**config.mk**
```make
export PLATFORM = sky130hd
export DESIGN_NAME = mem_ctrl
export DESIGN_NICKNAME = d
export VERILOG_FILES = /design/src/rtl/mem_ctrl.sv
export SDC_FILE = /design/constraint.sdc
export NUM_CORES = 1
export LEC_CHECK = 0
export CORE_MARGIN = 2
export CORE_UTILIZATION = 43
export CTS_CLUSTER_SIZE = 8
export DETAILED_ROUTE_END_ITERATION = 7
export GPL_TIMING_DRIVEN = 0
export PLACE_DENSITY = 0.81
export SLEW_MARGIN = 10
export SYNTH_ARGS = -nofsm -noshare
export SYNTH_HDL_FRONTEND = slang
export SYNTH_SLANG_ARGS = --single-unit
```
**constraint.sdc**
```tcl
create_clock -name clk -period 3.12 [get_ports clk]
set_clock_uncertainty 0.15 [all_clocks]
set_input_delay 0.78 -clock clk [delete_from_list [all_inputs] [get_ports clk]]
set_output_delay 0.78 -clock clk [all_outputs]
set_load 0.01 [all_outputs]
```
**src/rtl/mem_ctrl.sv**
```systemverilog
// mem_ctrl: byte-serial memory controller serving the IF and MEM stall-request
// interfaces over an 8-bit little-endian RAM bus. MEM wins arbitration in IDLE.
module mem_ctrl (
  input  logic        clk,
  input  logic        rst,
  input  logic        if_req_i,
  input  logic [31:0] if_addr_i,
  output logic        if_done_o,
  output logic [31:0] if_inst_o,
  input  logic        mem_req_i,
  input  logic        mem_we_i,
  input  logic [1:0]  mem_size_i,
  input  logic [31:0] mem_addr_i,
  input  logic [31:0] mem_wdata_i,
  output logic        mem_done_o,
  output logic [31:0] mem_rdata_o,
  output logic [31:0] ram_a_o,
  output logic        ram_wr_o,
  output logic [7:0]  ram_dout_o,
  input  logic [7:0]  ram_din_i
);

  localparam int unsigned AW = 32;
  localparam int unsigned CW = 3;

  typedef enum logic [1:0] {
    IDLE,
    READ,
    WRITE,
    DONE
  } state_t;

  state_t          state;
  logic [CW-1:0]   cnt;
  logic [CW-1:0]   nbytes;
  logic [AW-1:0]   addr;
  logic [31:0]     wdata;
  logic [31:0]     rbuf;
  logic            owner_mem;

  logic [CW-1:0]   next_k;
  logic [AW-1:0]   next_addr;
  logic [7:0]      next_wbyte;
  logic [31:0]     merged;

  // Map a MEM access size code to its byte count.
  function automatic logic [CW-1:0] size_bytes(input logic [1:0] size);
    case (size)
      2'b00:   size_bytes = CW'(1);
      2'b01:   size_bytes = CW'(2);
      default: size_bytes = CW'(4);
    endcase
  endfunction

  // Next byte index/address/store byte, and read buffer merged with the byte
  // returning this cycle (byte cnt-1, whose address was driven last cycle).
  always_comb begin
    next_k     = cnt + CW'(1);
    next_addr  = addr + AW'(next_k);
    next_wbyte = wdata[{next_k[1:0], 3'b000} +: 8];
    merged     = rbuf;
    if (cnt != '0) begin
      merged = rbuf | (32'(ram_din_i) << {cnt - CW'(1), 3'b000});
    end
  end

  // Controller FSM with registered bus and response outputs.
  always_ff @(posedge clk) begin
    if (rst) begin
      state       <= IDLE;
      cnt         <= '0;
      nbytes      <= '0;
      addr        <= '0;
      wdata       <= '0;
      rbuf        <= '0;
      owner_mem   <= 1'b0;
      if_done_o   <= 1'b0;
      mem_done_o  <= 1'b0;
      if_inst_o   <= '0;
      mem_rdata_o <= '0;
      ram_a_o     <= '0;
      ram_wr_o    <= 1'b0;
      ram_dout_o  <= '0;
    end else begin
      if_done_o  <= 1'b0;
      mem_done_o <= 1'b0;
      case (state)
        IDLE: begin
          if (mem_req_i || if_req_i) begin
            owner_mem <= mem_req_i;
            addr      <= mem_req_i ? mem_addr_i : if_addr_i;
            nbytes    <= mem_req_i ? size_bytes(mem_size_i) : CW'(4);
            wdata     <= mem_wdata_i;
            cnt       <= '0;
            rbuf      <= '0;
            ram_a_o   <= mem_req_i ? mem_addr_i : if_addr_i;
            if (mem_req_i && mem_we_i) begin
              state      <= WRITE;
              ram_wr_o   <= 1'b1;
              ram_dout_o <= mem_wdata_i[7:0];
            end else begin
              state <= READ;
            end
          end
        end
        READ: begin
          rbuf <= merged;
          if (cnt == nbytes) begin
            state <= DONE;
            cnt   <= '0;
            if (owner_mem) begin
              mem_done_o  <= 1'b1;
              mem_rdata_o <= merged;
            end else begin
              if_done_o <= 1'b1;
              if_inst_o <= merged;
            end
          end else begin
            cnt     <= next_k;
            ram_a_o <= (next_k == nbytes) ? '0 : next_addr;
          end
        end
        WRITE: begin
          if (cnt == nbytes - CW'(1)) begin
            state      <= DONE;
            cnt        <= '0;
            ram_a_o    <= '0;
            ram_wr_o   <= 1'b0;
            ram_dout_o <= '0;
            mem_done_o <= 1'b1;
          end else begin
            cnt        <= next_k;
            ram_a_o    <= next_addr;
            ram_dout_o <= next_wbyte;
          end
        end
        DONE: begin
          state <= IDLE;
        end
        default: begin
          state <= IDLE;
        end
      endcase
    end
  end

endmodule

```
==> results_dict.tcl <==
set metrics [dict create \
    status "finished clean" \
    worst_path_max_delay_cell "fa_1" \
    antenna_found_initial 0 \
    synth_area_sq_um 9510 \
    hold_class "flop to flop" \
    critical_path_class "flop to flop" \
    power.density_nw_per_um2 865 \
    grt_pass1_vias 9160 \
    hold_viol_final 0 \
    cts_setup_buffers 0 \
    ys_seq_elements 212 \
    power.total_mw 11.1 \
    clock.fmax_mhz 336 \
    grt_pass1_wl_mm 48.0 \
    synthCells 1117 \
    fin_setup_tns_ns 0 \
    routed_wl_mm 30.1 \
    dpl_cell_area_sq_um 12000 \
    cp-startpoint "cnt[0]$_SDFFE_PP0P_" \
    io_buffers 216 \
    die_h_um 153 \
    fillerInstances 1877 \
    rsz0062_at_grt "false" \
    end_kind "flop" \
    grt_remaining_overflow 0 \
    grt_util_all_layers_pct 25.1 \
    worstPathCellList "inv_1 -> ha_2 -> fa_1 -> a21o_1 -> nand2_1 -> clkbuf_4 -> nor4_1 -> o21ai_0 -> a211oi_1" \
    initial_core_util_pct 43.7 \
    critPathMaxStageDelay_ns 0.47 \
    synth_common_cells "nor2_1, dfxtp_1, a211oi_1" \
    syn_to_final_growth_pct 35.0 \
    ys_warn_count 0 \
    drc 0 \
    insertion_delay_ns 0.53 \
    grt_max_degree 15 \
    root_buffer "clkbuf_16" \
    gp_congestion 0.895 \
    ys_async_sr_fraction_pct 0 \
    yosys.cell_count.top_type "nor2_1" \
    drive_gt1_share_pct 5.87 \
    relSlewSlack_pct 29.6 \
    design_area_sq_um 12800 \
    cp.arrival_ns 3.21 \
    setup_viol 0 \
    drtAntennaViolNets 0 \
    r2r_end "ram_a_o[14]$_SDFFE_PP0P_" \
    num_rows 54 \
    synth-edff-count 0 \
    yosys.area.top_type "dfxtp_1" \
    crit_path_end "ram_a_o[14]$_SDFFE_PP0P_" \
    fin_crit_sh_pct 95.3 \
    worstPathRequired_ns 3.36 \
    reg2reg_depth 9 \
    ys.flop_type "dfxtp_1" \
    num_vias 9364 \
    viasPerCell 5.70 \
    core_area_sq_um 21800 \
    fin_util_pct 59.0 \
    cts_tree "built" \
    die_area_sq_um 23300 \
    io_pins 218 \
    synth_nets 1241 \
    yosysUniqueCellTypes 52 \
    diodes 0 \
    hold_buffers 0 \
    period_needed_ns 2.97 \
    cts_sinks 212 \
    synth_area_leaders "dfxtp_1, a211oi_1, nor2_1, a21oi_1, mux2i_1" \
    wire_per_inst_um 18.3 \
    ff2ff_setup_slack_ns 0.15 \
    die_w_um 153 \
    cts_buffers 30 \
    p_leak_nw 4.56 \
    clk_pin_slew_ns 0.05 \
    dp.final_hpwl_mm 22.1 \
    maxCapViolations 0 \
    first_pass_iters 5 \
    h-tree-depth 1 \
    synth_top_area_share_pct 44.6 \
    syn_area_per_cell_sq_um 8.52 \
    r2r_start "cnt[0]$_SDFFE_PP0P_" \
    yosysSeqAreaShare_pct 44.6 \
    drt_iter0_drc 630 \
    vdd_drop_max_uv 479 \
    nets 1488 \
    critPathMaxFanout 10 \
    tightest_slew_ns 1.05 \
    clockBufferDepth 3 \
    startpoint_type "flop" \
    finalMaxSlewViolations 0 \
]
## report_power, final
part / total (mW) / internal, mW / switching, mW
clock network: 2.90 / 1.80 / 1.10
logic: 4.37 / 1.84 / 2.53
registers: 3.84 / 3.36 / 0.486
total: 11.1 / 7.00 / 4.11
## state kept, by name, indices dropped and copies added (netlist names), 2 cells and up
register     cells
cnt              3
nbytes           3
state            2
if_inst_o       32
addr            32
mem_rdata_o     32
ram_dout_o       8
rbuf            32
ram_a_o         32
wdata           32
## layout by cell type (no fill, tap or decap), drive strengths merged, types with 15 or more instances in the layout
cell,instances
a211oi,138
a21oi,86
a22oi,34
buf,31
clkbuf,97
clkdlybuf4s50,216
dfxtp,212
inv,15
mux2i,35
nand2,88
nor2,222
nor3,27
o21ai,20
## kinds of logic (layout without fill, tap and decap cells)
logic type | after synthesis | count (layout) | synth area share [%]
AOI/OAI and AO/OA | 303 | 303 | 21.6
xor gates and xnor gates | 23 | 23 | 2.43
buffers and inverters | 114 | 361 | 4.80
and+or+nand+nor | 409 | 409 | 19.2
DFF | 212 | 212 | 44.6
muxes | 43 | 43 | 5.58
adders and majority gates | 13 | 13 | 1.79
## metal layers
| metal | track usage (%) | wire [um] | up-vias |
|---|---|---|---|
| li1 | - | - | 4444 |
| met1 | 33.1 | 12500 | 4437 |
| met2 | 42.4 | 14400 | 427 |
| met3 | 3.95 | 2510 | 56 |
| met4 | 7.45 | 750 | 0 |
| met5 | 0 | 0 | - |
## worst max-delay path, delay by kind of cell (launching register included)
family | cells | cell delay, ns
AO/OA/AOI/OAI | 3 | 0.64
adder cells (fa/ha/maj) | 2 | 0.88
buffers and inverters | 2 | 0.46
flip-flops | 1 | 0.41
AND/OR/NAND/NOR | 2 | 0.30
## layout make-up
| class | instances | area (sq um) | share of cell area, % |
|---|---|---|---|
| multi-input cells | 791 | 4820 | 37.6 |
| flip-flops and latches | 212 | 4240 | 33.0 |
| repair buffers | 216 | 2160 | 16.8 |
| clock buffers | 31 | 776 | 6.04 |
| plain buffers | 97 | 397 | 3.09 |
| well taps | 280 | 350 | 2.73 |
| inverters | 16 | 60.1 | 0.468 |
| clock inverters | 1 | 30.0 | 0.234 |
## what timing repair did
action | CTS | global route
hold endpoints to repair | 0 | 0
endpoints found under the setup margin | 12 | 45
gates resized for setup | 2 | 3
## how the worst min path moves through the flow
stage                           start                      to  cells past startpoint
4_1_cts        wdata[22]$_SDFFE_PP0P_  wdata[22]$_SDFFE_PP0P_                      2
3_3_place_gp   wdata[12]$_SDFFE_PP0P_  wdata[12]$_SDFFE_PP0P_                      2
3_5_place_dp   wdata[22]$_SDFFE_PP0P_  wdata[22]$_SDFFE_PP0P_                      2
5_1_grt        wdata[22]$_SDFFE_PP0P_  wdata[22]$_SDFFE_PP0P_                      2
6_report       wdata[22]$_SDFFE_PP0P_  wdata[22]$_SDFFE_PP0P_                      2
2_1_floorplan   wdata[0]$_SDFFE_PP0P_   wdata[0]$_SDFFE_PP0P_                      2
## through the flow
| stage | worst slack (ns) | instances | hold WS, ns |
|---|---|---|---|
| 2_1_floorplan | 0.450 | 1117 | 0.283 |
| 4_1_cts | 0.0108 | 1645 | 0.302 |
| 6_report | 0.148 | 1644 | 0.300 |
| 3_5_place_dp | -0.280 | 1613 | 0.295 |
| 5_1_grt | 0.00685 | 1644 | 0.322 |
| 3_3_place_gp | -0.236 | 1613 | 0.289 |
(Power assumes the default switching activity.)
